### src/rtl/multicycle_control.sv
// Moore sequencer for the multi-cycle MIPS datapath: shared memory port, reused ALU, ready-handshake memory.
// Optional retired-instruction counter enabled by `define MULTICYCLE_PERF_CNT_EN.
module multicycle_control #(
  parameter int MEM_TIMEOUT = 15,
  parameter int CNT_WIDTH   = 32
) (
  input  logic                 clk,
  input  logic                 reset_n,
  input  logic [5:0]           opcode_i,
  input  logic                 zero_i,
  input  logic                 mem_ready_i,
  output logic                 pc_write_o,
  output logic                 ir_write_o,
  output logic                 iord_o,
  output logic                 mem_read_o,
  output logic                 mem_write_o,
  output logic [1:0]           mem_to_reg_o,
  output logic [1:0]           reg_dst_o,
  output logic                 reg_write_o,
  output logic                 alu_src_a_o,
  output logic [1:0]           alu_src_b_o,
  output logic [2:0]           alu_op_o,
  output logic [1:0]           pc_src_o,
  output logic [3:0]           state_o,
  output logic                 illegal_o,
  output logic                 timeout_o,
  output logic [CNT_WIDTH-1:0] instr_count_o
);

  typedef enum logic [3:0] {
    S_FETCH = 4'd0, S_DECODE = 4'd1, S_MEM_ADDR = 4'd2, S_MEM_READ = 4'd3,
    S_MEM_WB = 4'd4, S_MEM_WRITE = 4'd5, S_R_EXEC = 4'd6, S_I_EXEC = 4'd7,
    S_ALU_WB = 4'd8, S_BRANCH = 4'd9, S_JUMP = 4'd10, S_JAL = 4'd11, S_TRAP = 4'd15
  } state_e;

  localparam logic [8:0] TO_LIM = 9'(MEM_TIMEOUT);

  state_e     state_q, state_d;
  logic [5:0] op_q, op_d;
  logic [7:0] wait_q, wait_d;
  logic [1:0] reg_dst_q, reg_dst_d;
  logic       illegal_q, illegal_d;
  logic       timeout_q, timeout_d;
  logic       wait_hit;
  logic       mem_state;

  // The access that would make the wait count reach the limit traps, unless ready arrives with it.
  assign wait_hit = !mem_ready_i && (({1'b0, wait_q} + 9'd1) >= TO_LIM);

  always_comb begin
    state_d      = state_q;
    op_d         = op_q;
    reg_dst_d    = reg_dst_q;
    illegal_d    = illegal_q;
    timeout_d    = timeout_q;
    pc_write_o   = 1'b0;
    ir_write_o   = 1'b0;
    iord_o       = 1'b0;
    mem_read_o   = 1'b0;
    mem_write_o  = 1'b0;
    mem_to_reg_o = 2'b00;
    reg_dst_o    = 2'b00;
    reg_write_o  = 1'b0;
    alu_src_a_o  = 1'b0;
    alu_src_b_o  = 2'b00;
    alu_op_o     = 3'b000;
    pc_src_o     = 2'b00;
    unique case (state_q)
      S_FETCH: begin
        mem_read_o  = 1'b1;
        alu_src_b_o = 2'b01;
        alu_op_o    = 3'b100;
        ir_write_o  = mem_ready_i;
        pc_write_o  = mem_ready_i;
        if (mem_ready_i) state_d = S_DECODE;
        else if (wait_hit) begin
          state_d   = S_TRAP;
          timeout_d = 1'b1;
        end
      end
      S_DECODE: begin
        alu_src_b_o = 2'b11;
        alu_op_o    = 3'b100;
        op_d        = opcode_i;
        case (opcode_i)
          6'h00:                      state_d = S_R_EXEC;
          6'h08, 6'h0F, 6'h0D, 6'h0C: state_d = S_I_EXEC;
          6'h23, 6'h2B:               state_d = S_MEM_ADDR;
          6'h04, 6'h05:               state_d = S_BRANCH;
          6'h02:                      state_d = S_JUMP;
          6'h03:                      state_d = S_JAL;
          default: begin
            state_d   = S_TRAP;
            illegal_d = 1'b1;
          end
        endcase
      end
      S_MEM_ADDR: begin
        alu_src_a_o = 1'b1;
        alu_src_b_o = 2'b10;
        alu_op_o    = 3'b101;
        state_d     = (op_q == 6'h23) ? S_MEM_READ : S_MEM_WRITE;
      end
      S_MEM_READ, S_MEM_WRITE: begin
        iord_o      = 1'b1;
        mem_read_o  = (state_q == S_MEM_READ);
        mem_write_o = (state_q == S_MEM_WRITE);
        if (mem_ready_i) state_d = (state_q == S_MEM_READ) ? S_MEM_WB : S_FETCH;
        else if (wait_hit) begin
          state_d   = S_TRAP;
          timeout_d = 1'b1;
        end
      end
      S_MEM_WB: begin
        reg_write_o  = 1'b1;
        mem_to_reg_o = 2'b01;
        state_d      = S_FETCH;
      end
      S_R_EXEC: begin
        alu_src_a_o = 1'b1;
        alu_op_o    = 3'b111;
        reg_dst_d   = 2'b01;
        state_d     = S_ALU_WB;
      end
      S_I_EXEC: begin
        alu_src_a_o = 1'b1;
        alu_src_b_o = 2'b10;
        case (op_q)
          6'h08:   alu_op_o = 3'b100;
          6'h0F:   alu_op_o = 3'b001;
          6'h0D:   alu_op_o = 3'b010;
          6'h0C:   alu_op_o = 3'b011;
          default: alu_op_o = 3'b000;
        endcase
        reg_dst_d = 2'b00;
        state_d   = S_ALU_WB;
      end
      S_ALU_WB: begin
        reg_write_o = 1'b1;
        reg_dst_o   = reg_dst_q;
        state_d     = S_FETCH;
      end
      S_BRANCH: begin
        alu_src_a_o = 1'b1;
        alu_op_o    = 3'b110;
        pc_src_o    = 2'b01;
        pc_write_o  = ((op_q == 6'h04) && zero_i) || ((op_q == 6'h05) && !zero_i);
        state_d     = S_FETCH;
      end
      S_JUMP: begin
        pc_src_o   = 2'b10;
        pc_write_o = 1'b1;
        state_d    = S_FETCH;
      end
      S_JAL: begin
        pc_src_o     = 2'b10;
        pc_write_o   = 1'b1;
        reg_write_o  = 1'b1;
        reg_dst_o    = 2'b10;
        mem_to_reg_o = 2'b10;
        state_d      = S_FETCH;
      end
      default: state_d = S_TRAP;
    endcase
  end

  assign mem_state = (state_q == S_FETCH) || (state_q == S_MEM_READ) || (state_q == S_MEM_WRITE);
  assign wait_d    = (mem_state && !mem_ready_i && (state_d == state_q)) ? wait_q + 8'd1 : 8'd0;

  always_ff @(posedge clk or negedge reset_n) begin
    if (!reset_n) begin
      state_q   <= S_FETCH;
      op_q      <= 6'd0;
      wait_q    <= 8'd0;
      reg_dst_q <= 2'b00;
      illegal_q <= 1'b0;
      timeout_q <= 1'b0;
    end else begin
      state_q   <= state_d;
      op_q      <= op_d;
      wait_q    <= wait_d;
      reg_dst_q <= reg_dst_d;
      illegal_q <= illegal_d;
      timeout_q <= timeout_d;
    end
  end

  assign state_o   = state_q;
  assign illegal_o = illegal_q;
  assign timeout_o = timeout_q;

`ifdef MULTICYCLE_PERF_CNT_EN
  // TRAP never returns to FETCH, so the count freezes there without extra gating.
  logic [CNT_WIDTH-1:0] cnt_q, cnt_d;
  logic                 retire;
  assign retire = (state_d == S_FETCH) && (state_q != S_FETCH);
  assign cnt_d  = retire ? cnt_q + CNT_WIDTH'(1) : cnt_q;
  always_ff @(posedge clk or negedge reset_n) begin
    if (!reset_n) cnt_q <= '0;
    else          cnt_q <= cnt_d;
  end
  assign instr_count_o = cnt_q;
`else
  assign instr_count_o = '0;
`endif

endmodule

### config.mk
export PLATFORM = sky130hd
export DESIGN_NAME = multicycle_control
export DESIGN_NICKNAME = d
export VERILOG_FILES = /design/src/rtl/multicycle_control.sv
export SDC_FILE = /design/constraint.sdc
export NUM_CORES = 1
export LEC_CHECK = 0
export BUFFER_PORTS_ARGS = -buffer_cell sky130_fd_sc_hd__buf_2
export CAP_MARGIN = 40
export CORE_MARGIN = 1
export CORE_UTILIZATION = 50
export DETAILED_ROUTE_END_ITERATION = 10
export PLACE_DENSITY = 0.82
export SYNTH_ARGS = -nofsm -noshare
export SYNTH_HDL_FRONTEND = slang
export SYNTH_SLANG_ARGS = --single-unit
### constraint.sdc
create_clock -name clk -period 3.55 [get_ports clk]
set_input_delay 0.71 -clock clk [delete_from_list [all_inputs] [get_ports clk]]
set_output_delay 0.71 -clock clk [all_outputs]
set_load 0.005 [all_outputs]
# --- After elaboration in Yosys (flattened, before gate mapping) ---
# Index checks and enable logic that the tools add are counted.
totals:
  word_cells: 90
  out_inout_bits: 56
  regBits: 22
op_classes:
  eq_ne: 29
  addsub: 2
  reduce_logical: 28
  n_mux: 22
  bitwise: 2
  n_lt_le_gt_ge: 1
op_table:
  columns: ["cell", "count"]
  rows:
  - ["== test 6 x 4 -> 1 bit, second input constant", 8]
  - ["one-hot mux 4 bit (6 select lines)", 2]
  - ["== test 6 x 3 -> 1 bit, second input constant", 4]
  - ["== test 6 bit, second input constant", 3]
  - ["== test 4 x 3 -> 1 bit, second input constant", 4]
  - ["== test 4 bit, second input constant", 4]
  - ["one-hot mux 2 bit (2 select lines)", 4]
  - ["one-hot mux 3 bit (5 select lines)", 1]
  - ["OR reduction 2 bit", 7]
  - ["== test 6 x 2 -> 1 bit, second input constant", 2]
  - ["two-way mux 4 bit", 3]
  - ["one-hot mux 3 bit (4 select lines)", 1]
  - ["OR reduction 11 bit", 1]
  - ["adder 8 x 1 -> 9 bit, second input constant", 1]
  - [">= comparator 9 x 4 -> 1 bit, second input constant", 1]
  - ["adder 8 x 1 -> 8 bit, second input constant", 1]
  - ["== test 4 x 2 -> 1 bit, second input constant", 2]
  - ["two-way mux 8 bit", 1]
  - ["OR reduction 4 bit", 2]
  - ["zero test 6 bit", 1]
  - ["two-way mux 3 bit", 2]
  - ["one-hot mux 2 bit (3 select lines)", 1]
  - ["OR reduction 3 bit", 2]
  - ["logical AND 1 bit", 5]
  - ["13 further kinds", 21]

# --- Depth between registers and ports, before layout ---
# Gate-level depths: netlist (run 1).
depth:
  depth_word: 9
  mapped_depth: 7
  mapped_depth_nobuf: 7

# --- Least setup slack after synthesis (run 1) ---
# OpenSTA, ideal clock, no wires.
synth_path:
  path_type: "flip-flop to output port"
  start: "register state_q[3], in the netlist state_o[3]"
  end: "output port alu_op_o[2]"
  arrival_ps: 1439
  required_time_ps: 2840
  path_stages_with_launch: 5
  n_path_buf: 1
  setup_slack_ps: 1401
  cell_sequence: "dfrtp_1 > buf_6 > nand3b_4 > or4_1 > o41ai_2"
synth_between:
  elab_chain_cells: 3
  word_cells_on_any_way: 8
  classes_between: "5 x eq/ne; 1 x mux; 2 x reduce/logical"
synth_rtl:
  columns: ["item", "line_no", "rtl"]
  rows:
  - ["start, declared", "38", "state_e state_q, state_d;"]
  - ["start signal, assigned", "179", "state_q <= state_d;"]
  - ["== test 4 x 1 -> 1 bit / zero test 4 bit (equally long branches)", "68", "unique case (state_q)"]
  - ["OR reduction 2 bit (no line)", null, null]
  - ["one-hot mux 3 bit (5 select lines) (*)", "68", null]
  - ["end, declared", "22", "output logic [2:0] alu_op_o,"]
# Every way passes the cells marked *; elsewhere a longest branch is shown, timed or not.

# --- Worst setup path after layout (run 1) ---
layout_path:
  start: "register state_q[2], in the netlist state_o[2]"
  end: "output port alu_op_o[2]"
# Same word-level chain as after synthesis.

==> qor.yml, run 1 <==
detailed_routing:
  num_vias: 1281
  final_antenna_net_count: 0
  drt_iter0_drc: 61
  viasPerCell: 5.04
  wirelength_um: 2890
  drtPass1Iterations: 4
  drc: 0
  avgRoutedWirePerCell_um: 11.4
logic_synthesis:
  synth_edf_count: 0
  synthCells: 180
  async_reset_ff_share_pct: 100
  synth_top_family_by_area: "simple AND/OR/NAND/NOR gates"
  post-synth-top-area-fraction_pct: 32.1
  synth.avg_cell_area_um2: 9.11
  synth_simple_gate_area_share_pct: 24.4
  synth_mux_area_share_pct: 4.81
  netlist_top_cells_count: "34 x buf_4, 21 x dfrtp_1, 12 x nor2_1"
  synth_most_common_cell: "buf_4"
  synth-adder-area-share_pct: 1.53
  synth_area_mm2: 0.00164
  ys_seq_area_share_pct: 32.1
  yosysWarnings: 0
  ys_top_cells_by_area: "dfrtp_1 32%, buf_4 16%, mux2_2 4.8%"
  synth-seq-cells: 21
  ys_types: 48
  ys.flop_type: "dfrtp_1"
  synth_top_cell_by_area: "dfrtp_1"
  synth_xor_area_share_pct: 3.74
  synth-compound-area-share_pct: 13.4
floorplanning:
  initial_utilization_pct: 53.3
  io_pins: 66
  die_height_um: 59.3
  die-area_mm2: 0.00351
  fp-row-count: 20
  fp.dieW_um: 59.3
  core_area_mm2: 0.00308
sta:
  max_freq_mhz: 343
  worstMarginPinSlew_ns: 0.659
  finalSetupViolCount: 0
  skew_ns: 0.00149
  finalHoldViolCount: 0
  timing.slew.headroom_pct: 56.1
  period_minus_slack_ns: 2.91
  rsz0062_at_grt: "false"
  tns_ns: 0
  drv_slew: 0
  worst_slack_ns: 0.636
  fin_crit_sh_pct: 82.1
cts:
  clock-sinks: 21
  htreeDepth: 1
  root_buffer: "clkbuf_4"
  cts_inserted_buffers: 3
  insertion_delay_ns: 0.30
  ctsResizeCount: 0
  cts_tree: "built"
  clkSlewWorstSetupHoldPaths_ns: 0.12
  clock_path_buffers: 2
  post_cts_buffers: 0
  holdBufCountCts: 0
place:
  post-dp-hpwl_um: 2220
  placedCellCount: 250
  pre_cts_ws_ns: 0.986
  io_buffers: 33
  gp_congestion: 0.814
worst_setup_path:
  cp_max_fo: 19
  rrSetupSlack_ns: 1.67
  r2r_end: "state_o[2]$_DFF_PN0_"
  crit_type: "flop to output port"
  critPathLaunchType: "flop"
  r2r_cells: 6
  cp_data_arrival_time_ns: 2.20
  cp.required_ns: 2.84
  reg2reg_from: "wait_q[0]$_DFF_PN0_"
  endpoint_kind: "output port"
power_and_ir_drop:
  leakage_nw: 0.848
  irDropWorstVdd_uv: 509
  power.density_mw_per_mm2: 703
  power_mw: 1.20
final_layout:
  stdcell_count: 254
  synthToLayoutAreaGrowth_pct: 4.50
  fillCellCount: 303
  diodes: 0
  drive_above_1_share_pct: 26.7
  nNetsFinal: 223
min_path:
  hp-class: "primary input to async pin"
grt:
  track_usage_pct: 17.5
  antenna_found_initial: 0
  grt_pass1_vias: 1044
  grt_start_max_net_pins: 22
  grt_pass1_wl_um: 4670
  grt_overflow: 0
status:
  outcome: "finished clean"
run:
  maxCapViolCount: 0
## worst max-delay path: stages, from the launching register on
cell	delay [ns]
dfrtp_1	0.79
nand3b_4	0.15
or4_1	0.56
o41ai_2	0.24
buf_2	0.16
## layout make-up
class | instances | area, um2 | share of cell area [%]
clock inverter | 1 | 5.00 | 0.292
clock buffer | 3 | 22.5 | 1.31
tap | 44 | 55.1 | 3.21
inverter | 3 | 11.3 | 0.657
sequential | 21 | 526 | 30.7
multi-input combinational | 148 | 921 | 53.8
timing repair buffer | 34 | 173 | 10.1
## registers in the layout (all words and copies together), names as in the netlist
| signal | flops |
|---|---|
| illegal_o | 1 |
| wait_q | 8 |
| state_o | 4 |
| timeout_o | 1 |
| reg_dst_q | 1 |
| op_q | 6 |
## metrics by stage
step           util [%]  hold WS, ns  area (um2)
5_1_grt            55.7        0.365        1710
2_1_floorplan         -        0.414        1770
3_5_place_dp       54.8        0.448        1690
3_3_place_gp       54.8        0.452        1690
4_1_cts            55.7        0.343        1710
6_report           55.7        0.335        1710
## cell usage in the layout (no fill, tap or decap), types with 4 or more instances in the layout
cell      netlist  routed
mux2_2          7       7
o21ai_0         7       7
nand2b_1       11      11
nand2_1        10      10
xnor2_1         4       4
nor2_1         12      12
conb_1          1      36
buf_2           1      33
dfrtp_1        21      21
a21oi_1         4       4
nand3_1         6       6
and3_1          4       4
## worst max path at each step
stage                                    start           to  slack [ns]  cells past startpoint
after floorplan           state_o[3]$_DFF_PN0_  alu_op_o[2]        1.40                      4
after global placement    state_o[2]$_DFF_PN0_  alu_op_o[2]        1.06                      4
after detailed placement  state_o[2]$_DFF_PN0_  alu_op_o[2]        0.99                      4
after CTS                 state_o[2]$_DFF_PN0_  alu_op_o[2]        0.63                      4
after global routing      state_o[2]$_DFF_PN0_  alu_op_o[2]        0.53                      4
final                     state_o[2]$_DFF_PN0_  alu_op_o[2]        0.64                      4
## logic make-up after synthesis
logic type,count (synthesis)
flip-flops,21
other,1
AND/OR/NAND/NOR,66
AO/OA/AOI/OAI,30
multiplexers,7
adder cells (fa/ha/maj),2
buffers and inverters,46
XOR/XNOR,7
## power breakdown
group | internal (mW) | switching [mW] | total [mW]
registers | 0.311 | 0.153 | 0.464
clock network | 0.0420 | 0.0739 | 0.116
logic | 0.325 | 0.299 | 0.624
total | 0.678 | 0.526 | 1.20
## per-layer routing
layer / global-route usage [%] / routed length [um] / vias up
li1: - / - / 625
met4: 8.16 / 76 / 0
met2: 27.0 / 1260 / 51
met1: 24.9 / 1430 / 599
met3: 1.31 / 122 / 6
met5: 0 / 0 / -
(Power assumes the default switching activity.)
==> inputs of run 2 (changes only) <==
--- a/config.mk
+++ b/config.mk
@@ -8,9 +8,9 @@
 export BUFFER_PORTS_ARGS = -buffer_cell sky130_fd_sc_hd__buf_2
 export CAP_MARGIN = 40
 export CORE_MARGIN = 1
-export CORE_UTILIZATION = 50
+export CORE_UTILIZATION = 48
 export DETAILED_ROUTE_END_ITERATION = 10
-export PLACE_DENSITY = 0.82
+export PLACE_DENSITY = 0.79
 export SYNTH_ARGS = -nofsm -noshare
 export SYNTH_HDL_FRONTEND = slang
 export SYNTH_SLANG_ARGS = --single-unit
==> constraint.sdc (replaced) <==
create_clock -name clk -period 2.75 [get_ports clk]
set_input_delay 0.55 -clock clk [delete_from_list [all_inputs] [get_ports clk]]
set_output_delay 0.55 -clock clk [all_outputs]
set_load 0.005 [all_outputs]
==> run 2 against run 1 <==
Via count stayed put. Sequential share of layout area is 0.38 points lower. Setup slack worse by 0.20 ns. Critical endpoint is now pc_write_o. Register-to-register slack worse by 0.77 ns. Combinational power is 50% higher. Clock power is 30% higher. Clock skew is 0.010 ns higher. Highest routed layer unchanged. Cell count is 1.2% higher. First-iteration DRC count is 3.3% lower.
==> qor.yml, run 2 (synthesized netlist as in run 1, its figures left out) <==
detailed_routing:
  drt_iter0_drc: 59  # -3.3%
  avgRoutedWirePerCell_um: 11.6  # +2.3%
  viasPerCell: 4.98  # -1.2%
  final_antenna_net_count: 0  # unchanged
  num_vias: 1281  # unchanged
  wirelength_um: 2990  # +3.5%
  drtPass1Iterations: 4  # unchanged
  drc: 0  # unchanged
worst_setup_path:
  worst-path-buf-inv: 2  # +1
  cp_top_family: "simple AND/OR/NAND/NOR gates"
  endpoint_kind: "output port"
  r2r_end: "state_o[2]$_DFF_PN0_"
  rrSetupSlack_ns: 0.90  # -0.77 ns
  cp.required_ns: 2.20  # -0.64 ns
  r2r_cells: 6  # unchanged
  cp_max_fo: 18  # -1
  critPathLaunchType: "flop"
  slowest_delay_ns: 0.43  # -0.36 ns
  cp_slowest_cell: "dfrtp_1"
  crit_chain: "buf_4 > nor2b_1 > nand3b_1 > nor2_1 > a211o_1 > buf_2"
  reg2reg_from: "wait_q[0]$_DFF_PN0_"
  cp_data_arrival_time_ns: 1.76  # -0.44 ns
  crit_type: "flop to output port"
cts:
  cts_tree: "built"
  insertion_delay_ns: 0.30  # about the same
  holdBufCountCts: 0  # unchanged
  htreeDepth: 1  # unchanged
  clkSlewWorstSetupHoldPaths_ns: 0.13  # about the same
  cts_inserted_buffers: 3  # unchanged
  clock_path_buffers: 2  # unchanged
  post_cts_buffers: 0  # unchanged
  clock-sinks: 21  # unchanged
  ctsResizeCount: 0  # unchanged
  root_buffer: "clkbuf_4"
final_layout:
  nNetsFinal: 226  # +1.3%
  diodes: 0  # unchanged
  largest_reg_flops: 8  # unchanged
  final_util_pct: 55.0  # -0.65 points
  final_cell_area_mm2: 0.00173  # +1.2%
  drive_above_1_share_pct: 27.2  # +0.56 points
  layout_commonest_cell: "conb_1"
  fillCellCount: 295  # -2.6%
  synthToLayoutAreaGrowth_pct: 5.80
  final_cell_mix: "36 x conb_1, 33 x buf_2, 21 x dfrtp_1, 12 x nor2_1, 11 x nand2b_1"
  largest_register: "wait_q"
floorplanning:
  fp.dieW_um: 60.4  # +2.0%
  io_pins: 66  # unchanged
  core_area_mm2: 0.00315  # +2.4%
  fp-row-count: 20  # unchanged
  initial_utilization_pct: 52.0  # -1.3 points
  die-area_mm2: 0.00365  # +4.0%
  die_height_um: 60.4  # +2.0%
power_and_ir_drop:
  leakage_nw: 0.860  # +1.4%
  pwr-share-clk_pct: 9.5  # about the same
  irDropWorstVdd_uv: 448  # -12%
  intPower_uw: 907  # +34%
  power.density_mw_per_mm2: 915  # +30%
  power_mw: 1.59  # +32%
  power_switching_uw: 680  # +29%
  p_seq_share_pct: 31.6  # -6.9 points
  combPwrFrac_pct: 58.9  # +7.1 points
  swShare_pct: 42.8  # -0.86 points
sta:
  finalSetupViolCount: 0  # unchanged
  drv_slew: 0  # unchanged
  rsz0062_at_grt: "false"
  fin_crit_sh_pct: 84.1
  tns_ns: 0  # unchanged
  period_minus_slack_ns: 2.31
  skew_ns: 0.0116  # +0.0101 ns
  finalHoldViolCount: 0  # unchanged
  max_freq_mhz: 432
place:
  io_buffers: 33  # unchanged
  detailed_place.area_mm2: 0.00171  # +1.3%
  post-dp-hpwl_um: 2260  # +1.5%
  gp_congestion: 0.808  # -0.76%
grt:
  grt_overflow: 0  # unchanged
  track_usage_pct: 17.3  # -0.21 points
  grt_pass1_vias: 1028  # -1.5%
  grt_pass1_wl_um: 4680  # +0.15%
  antenna_found_initial: 0  # unchanged
  grt_start_max_net_pins: 22  # unchanged
run:
  maxCapViolCount: 0  # unchanged
min_path:
  hp-class: "primary input to async pin"
status:
  outcome: "finished clean"
==> run 2: routing by layer <==
| metal | track usage [%] | routed length [um] | share of wire [%] |
|---|---|---|---|
| met1 | 25.2 | 1380 | 46 |
| met2 | 25.7 | 1340 | 45 |
| met3 | 2.13 | 234 | 7.8 |
| met4 | 7.79 | 36 | 1.2 |
| met5 | 0 | 0 | 0 |
==> run 2: through the flow <==
| step | std cells | worst slack, ns | hold WS, ns |
|---|---|---|---|
| floorplan | 215 | 0.761 | 0.254 |
| global placement | 253 | 0.783 | 0.450 |
| detailed placement | 253 | 0.774 | 0.448 |
| CTS | 257 | 0.430 | 0.181 |
| global route | 257 | 0.306 | 0.204 |
| finish | 257 | 0.436 | 0.174 |
==> run 2: worst reg2reg max path, stage by stage (launching register included) <==
cell      delay (ns)
dfrtp_1         0.45
ha_1            0.28
a31o_2          0.26
a211oi_1        0.21
o221a_2         0.24
nand2b_2        0.17
o311ai_0        0.13
==> run 2: final cells by class <==
| class | count | area, um2 | share of cell area (%) |
|---|---|---|---|
| multi-input cells | 148 | 921 | 53.1 |
| flip-flops and latches | 21 | 526 | 30.3 |
| repair buffers | 37 | 195 | 11.3 |
| well taps | 44 | 55.1 | 3.17 |
| clock buffers | 4 | 26.3 | 1.52 |
| inverters | 3 | 11.3 | 0.649 |
==> run 2: worst max-delay path by stage <==
| stage | startpoint | to | slack (ns) | cells after the start |
|---|---|---|---|---|
| CTS | state_o[3]$_DFF_PN0_ | alu_op_o[2] | 0.43 | 4 |
| global route | state_o[2]$_DFF_PN0_ | pc_write_o | 0.31 | 6 |
| floorplan | state_o[3]$_DFF_PN0_ | alu_op_o[2] | 0.76 | 4 |
| global placement | state_o[3]$_DFF_PN0_ | alu_op_o[2] | 0.78 | 4 |
| finish | state_o[2]$_DFF_PN0_ | pc_write_o | 0.44 | 6 |
| detailed placement | state_o[3]$_DFF_PN0_ | alu_op_o[2] | 0.77 | 4 |
==> run 2: power groups by stage <==
| stage | Clock, mW | Sequential, mW | Combinational, mW |
|---|---|---|---|
| final | 0.151 | 0.501 | 0.935 |
| after global routing | 0.165 | 0.515 | 1.04 |
| after CTS | 0.156 | 0.499 | 0.940 |
| after detailed placement | 0 | 0.505 | 0.938 |
| after global placement | 0 | 0.503 | 0.927 |
| after floorplan | 0 | 0.471 | 0.766 |
==> inputs of run 3 (changes only) <==
--- a/config.mk
+++ b/config.mk
@@ -5,12 +5,13 @@
 export SDC_FILE = /design/constraint.sdc
 export NUM_CORES = 1
 export LEC_CHECK = 0
+export ABC_AREA = 1
 export BUFFER_PORTS_ARGS = -buffer_cell sky130_fd_sc_hd__buf_2
 export CAP_MARGIN = 40
 export CORE_MARGIN = 1
-export CORE_UTILIZATION = 48
+export CORE_UTILIZATION = 49
 export DETAILED_ROUTE_END_ITERATION = 10
-export PLACE_DENSITY = 0.79
+export PLACE_DENSITY = 0.81
 export SYNTH_ARGS = -nofsm -noshare
 export SYNTH_HDL_FRONTEND = slang
 export SYNTH_SLANG_ARGS = --single-unit
==> constraint.sdc (replaced) <==
create_clock -name clk -period 2.3 [get_ports clk]
set_input_delay 0.46 -clock clk [delete_from_list [all_inputs] [get_ports clk]]
set_output_delay 0.46 -clock clk [all_outputs]
set_load 0.005 [all_outputs]
==> run 3 against run 2 <==
Combinational power is 4.5% higher. Global-route usage is 2.1 points higher. Sequential share of layout area is 1.3 points lower. First-iteration DRC count is 22% higher. Hold slack worse by 0.11 ns. Register-to-register slack worse by 0.49 ns. Clock-buffer cell count is 1 lower. Critical path depth stayed put. Non-clock buffer count is 2 lower. Cell area is 5.4% higher. Routed wire length is 11% higher. Flip-flop and latch count stayed put. Largest cell class unchanged.
==> qor.yml, run 3 <==
status:
  outcome: "finished clean"
cts:
  clkSlewWorstSetupHoldPaths_ns: 0.12  # about the same
  cts_inserted_buffers: 3  # unchanged
  clock-sinks: 21  # unchanged
  root_buffer: "clkbuf_4"
  holdBufCountCts: 0  # unchanged
  insertion_delay_ns: 0.32  # +0.02 ns
  cts_tree: "built"
  clock_path_buffers: 2  # unchanged
  htreeDepth: 1  # unchanged
worst_setup_path:
  endpoint_kind: "output port"
  r2r_end: "wait_q[2]$_DFF_PN0_"
  r2r_cells: 12  # +6
  crit_start: "state_o[3]$_DFF_PN0_"
  crit_type: "flop to output port"
  worst-path-buf-inv: 3  # +1
  slowest_delay_ns: 0.46  # +0.03 ns
  cp_max_fo: 6  # -12
  cp_data_arrival_time_ns: 1.73  # -0.03 ns
  crit_cells: 6  # unchanged
  critPathLaunchType: "flop"
  cp_top_family: "simple AND/OR/NAND/NOR gates"
  endpoint: "reg_write_o"
  rrSetupSlack_ns: 0.41  # -0.49 ns
  path_common_cell: "inv_1"
  cp.required_ns: 1.84  # -0.36 ns
  reg2reg_from: "wait_q[0]$_DFF_PN0_"
  cp_slowest_cell: "dfrtp_2"
  crit_chain: "inv_1 > nor2_2 > inv_1 > nor2_1 > or3b_2 > buf_2"
final_layout:
  nNetsFinal: 295  # +31%
  layout_commonest_cell: "nand2_1"
  final_cell_mix: "45 x nand2_1, 36 x conb_1, 35 x nor2_1, 33 x buf_2, 31 x inv_1"
  drive_above_1_share_pct: 23.8  # -3.5 points
  diodes: 0  # unchanged
  largest_register: "wait_q"
  synthToLayoutAreaGrowth_pct: 10.8
  largest_reg_flops: 8  # unchanged
  stdcell_count: 326  # +27%
logic_synthesis:
  ys_top_cells_by_area: "dfrtp_1 32%, buf_4 15%, nand2_1 10%"
  ys.flop_type: "dfrtp_1"
  synth_area_mm2: 0.00165  # +0.61%
  synth-seq-cells: 21  # unchanged
  synth_edf_count: 0  # unchanged
  yosysWarnings: 0  # unchanged
  synth_most_common_cell: "nand2_1"
  netlist_top_cells_count: "45 x nand2_1, 37 x nor2_1, 33 x buf_4"
  synthCells: 241  # +34%
  post-synth-top-area-fraction_pct: 31.9  # -0.19 points
  synth_top_cell_by_area: "dfrtp_1"
  async_reset_ff_share_pct: 100  # unchanged
  ys_types: 29  # -40%
  synth.avg_cell_area_um2: 6.84  # -25%
  ys_seq_area_share_pct: 31.9  # -0.19 points
floorplanning:
  fp-row-count: 20  # unchanged
  fp.dieW_um: 60.0  # -0.70%
  initial_utilization_pct: 52.7  # +0.74 points
  die-area_mm2: 0.00360  # -1.4%
  io_pins: 66  # unchanged
  die_height_um: 60.0  # -0.70%
  core_area_mm2: 0.00313  # -0.79%
sta:
  drv_slew: 0  # unchanged
  finalSetupViolCount: 0  # unchanged
  worst_slack_ns: 0.106  # -0.330 ns
  max_freq_mhz: 456
  skew_ns: 0.00159  # -0.00998 ns
  period_minus_slack_ns: 2.19
  worst_hold_slack_ns: 0.0620  # -0.112 ns
  finalHoldViolCount: 0  # unchanged
  fin_crit_sh_pct: 95.4
place:
  gp_congestion: 0.903  # +12%
  pre_cts_ws_ns: 0.309  # -0.465 ns
  placedCellCount: 321  # +27%
  post-dp-hpwl_um: 2670  # +18%
  io_buffers: 33  # unchanged
detailed_routing:
  drc: 0  # unchanged
  viasPerCell: 4.71  # -5.6%
  num_vias: 1534  # +20%
  drt_iter0_drc: 72  # +22%
  wirelength_um: 3310  # +11%
  drtPass1Iterations: 4  # unchanged
  final_antenna_net_count: 0  # unchanged
  avgRoutedWirePerCell_um: 10.2  # -13%
power_and_ir_drop:
  power.density_mw_per_mm2: 988  # +7.9%
  power_mw: 1.81  # +14%
  leakage_nw: 1.04  # +21%
  irDropWorstVdd_uv: 654  # +46%
min_path:
  hp-class: "primary input to async pin"
grt:
  antenna_found_initial: 0  # unchanged
  track_usage_pct: 19.4  # +2.1 points
  grt_start_max_net_pins: 22  # unchanged
  grt_pass1_wl_um: 5180  # +11%
  grt_pass1_vias: 1246  # +21%
  grt_overflow: 0  # unchanged
run:
  maxCapViolCount: 0  # unchanged
==> run 3: changes by cell type after synthesis, sizes merged, moves of 5 or more <==
| cell | before | now |
|---|---|---|
| o21bai | 0 | 5 |
| nand3 | 6 | 15 |
| inv | 3 | 40 |
| clkbuf | 5 | 0 |
| nand2b | 13 | 0 |
| buf | 38 | 33 |
| nand2 | 11 | 45 |
| nor2 | 12 | 41 |
| mux2 | 7 | 0 |
==> run 3: report_power, final <==
| group | leakage, nW | switching, mW | internal, mW | total [mW] |
|---|---|---|---|---|
| combinational | 0.774 | 0.588 | 0.390 | 0.977 |
| sequential | 0.249 | 0.145 | 0.496 | 0.641 |
| clock | 0.0177 | 0.122 | 0.0653 | 0.187 |
| total | 1.04 | 0.854 | 0.951 | 1.81 |
==> run 3: cell type report <==
| cell class | instances | area (um2) |
|---|---|---|
| Tap cell | 44 | 55.1 |
| Clock inverter | 1 | 5.00 |
| Timing Repair Buffer | 35 | 180 |
| Inverter | 41 | 154 |
| Multi-Input combinational cell | 181 | 881 |
| Clock buffer | 3 | 22.5 |
| Sequential cell | 21 | 531 |
| Fill cell | 319 | 1300 |
==> run 3: cell families after synthesis <==
logic type,synth area share [%]
compound gates,11.0
fa+ha+maj,1.52
buf+inv,24.4
flops,31.9
other cells,0.227
simple gates,31.0
==> run 3: how the worst min path moves through the flow <==
stage	to	startpoint
2_1_floorplan	illegal_o$_DFFE_PN0P_	reset_n
3_3_place_gp	op_q[1]$_DFFE_PN0P_	reset_n
3_5_place_dp	op_q[0]$_DFFE_PN0P_	reset_n
4_1_cts	op_q[0]$_DFFE_PN0P_	reset_n
5_1_grt	op_q[0]$_DFFE_PN0P_	reset_n
6_report	op_q[0]$_DFFE_PN0P_	reset_n
==> run 3: per-layer routing <==
metal  routed length (um)  GRT usage [%]
met4                   54           6.98
met2                 1640           33.7
met5                    0              0
met1                 1420           24.7
met3                  187           2.38
==> run 3: timing repair <==
action / in CTS / in global routing
pin swaps: 0 / 0
gates resized for setup: 1 / 9
setup endpoints to repair: 1 / 4
setup buffers: 0 / 1
hold endpoints to repair: 0 / 0
==> run 3: through the flow <==
stage / cell area (um2) / setup TNS (ns) / utilization (%)
after floorplan: 1780 / 0 / -
after global placement: 1760 / 0 / 56.3
after detailed placement: 1760 / 0 / 56.3
after CTS: 1790 / 0 / 57.2
after global routing: 1830 / -0.00657 / 58.4
final: 1830 / 0 / 58.4
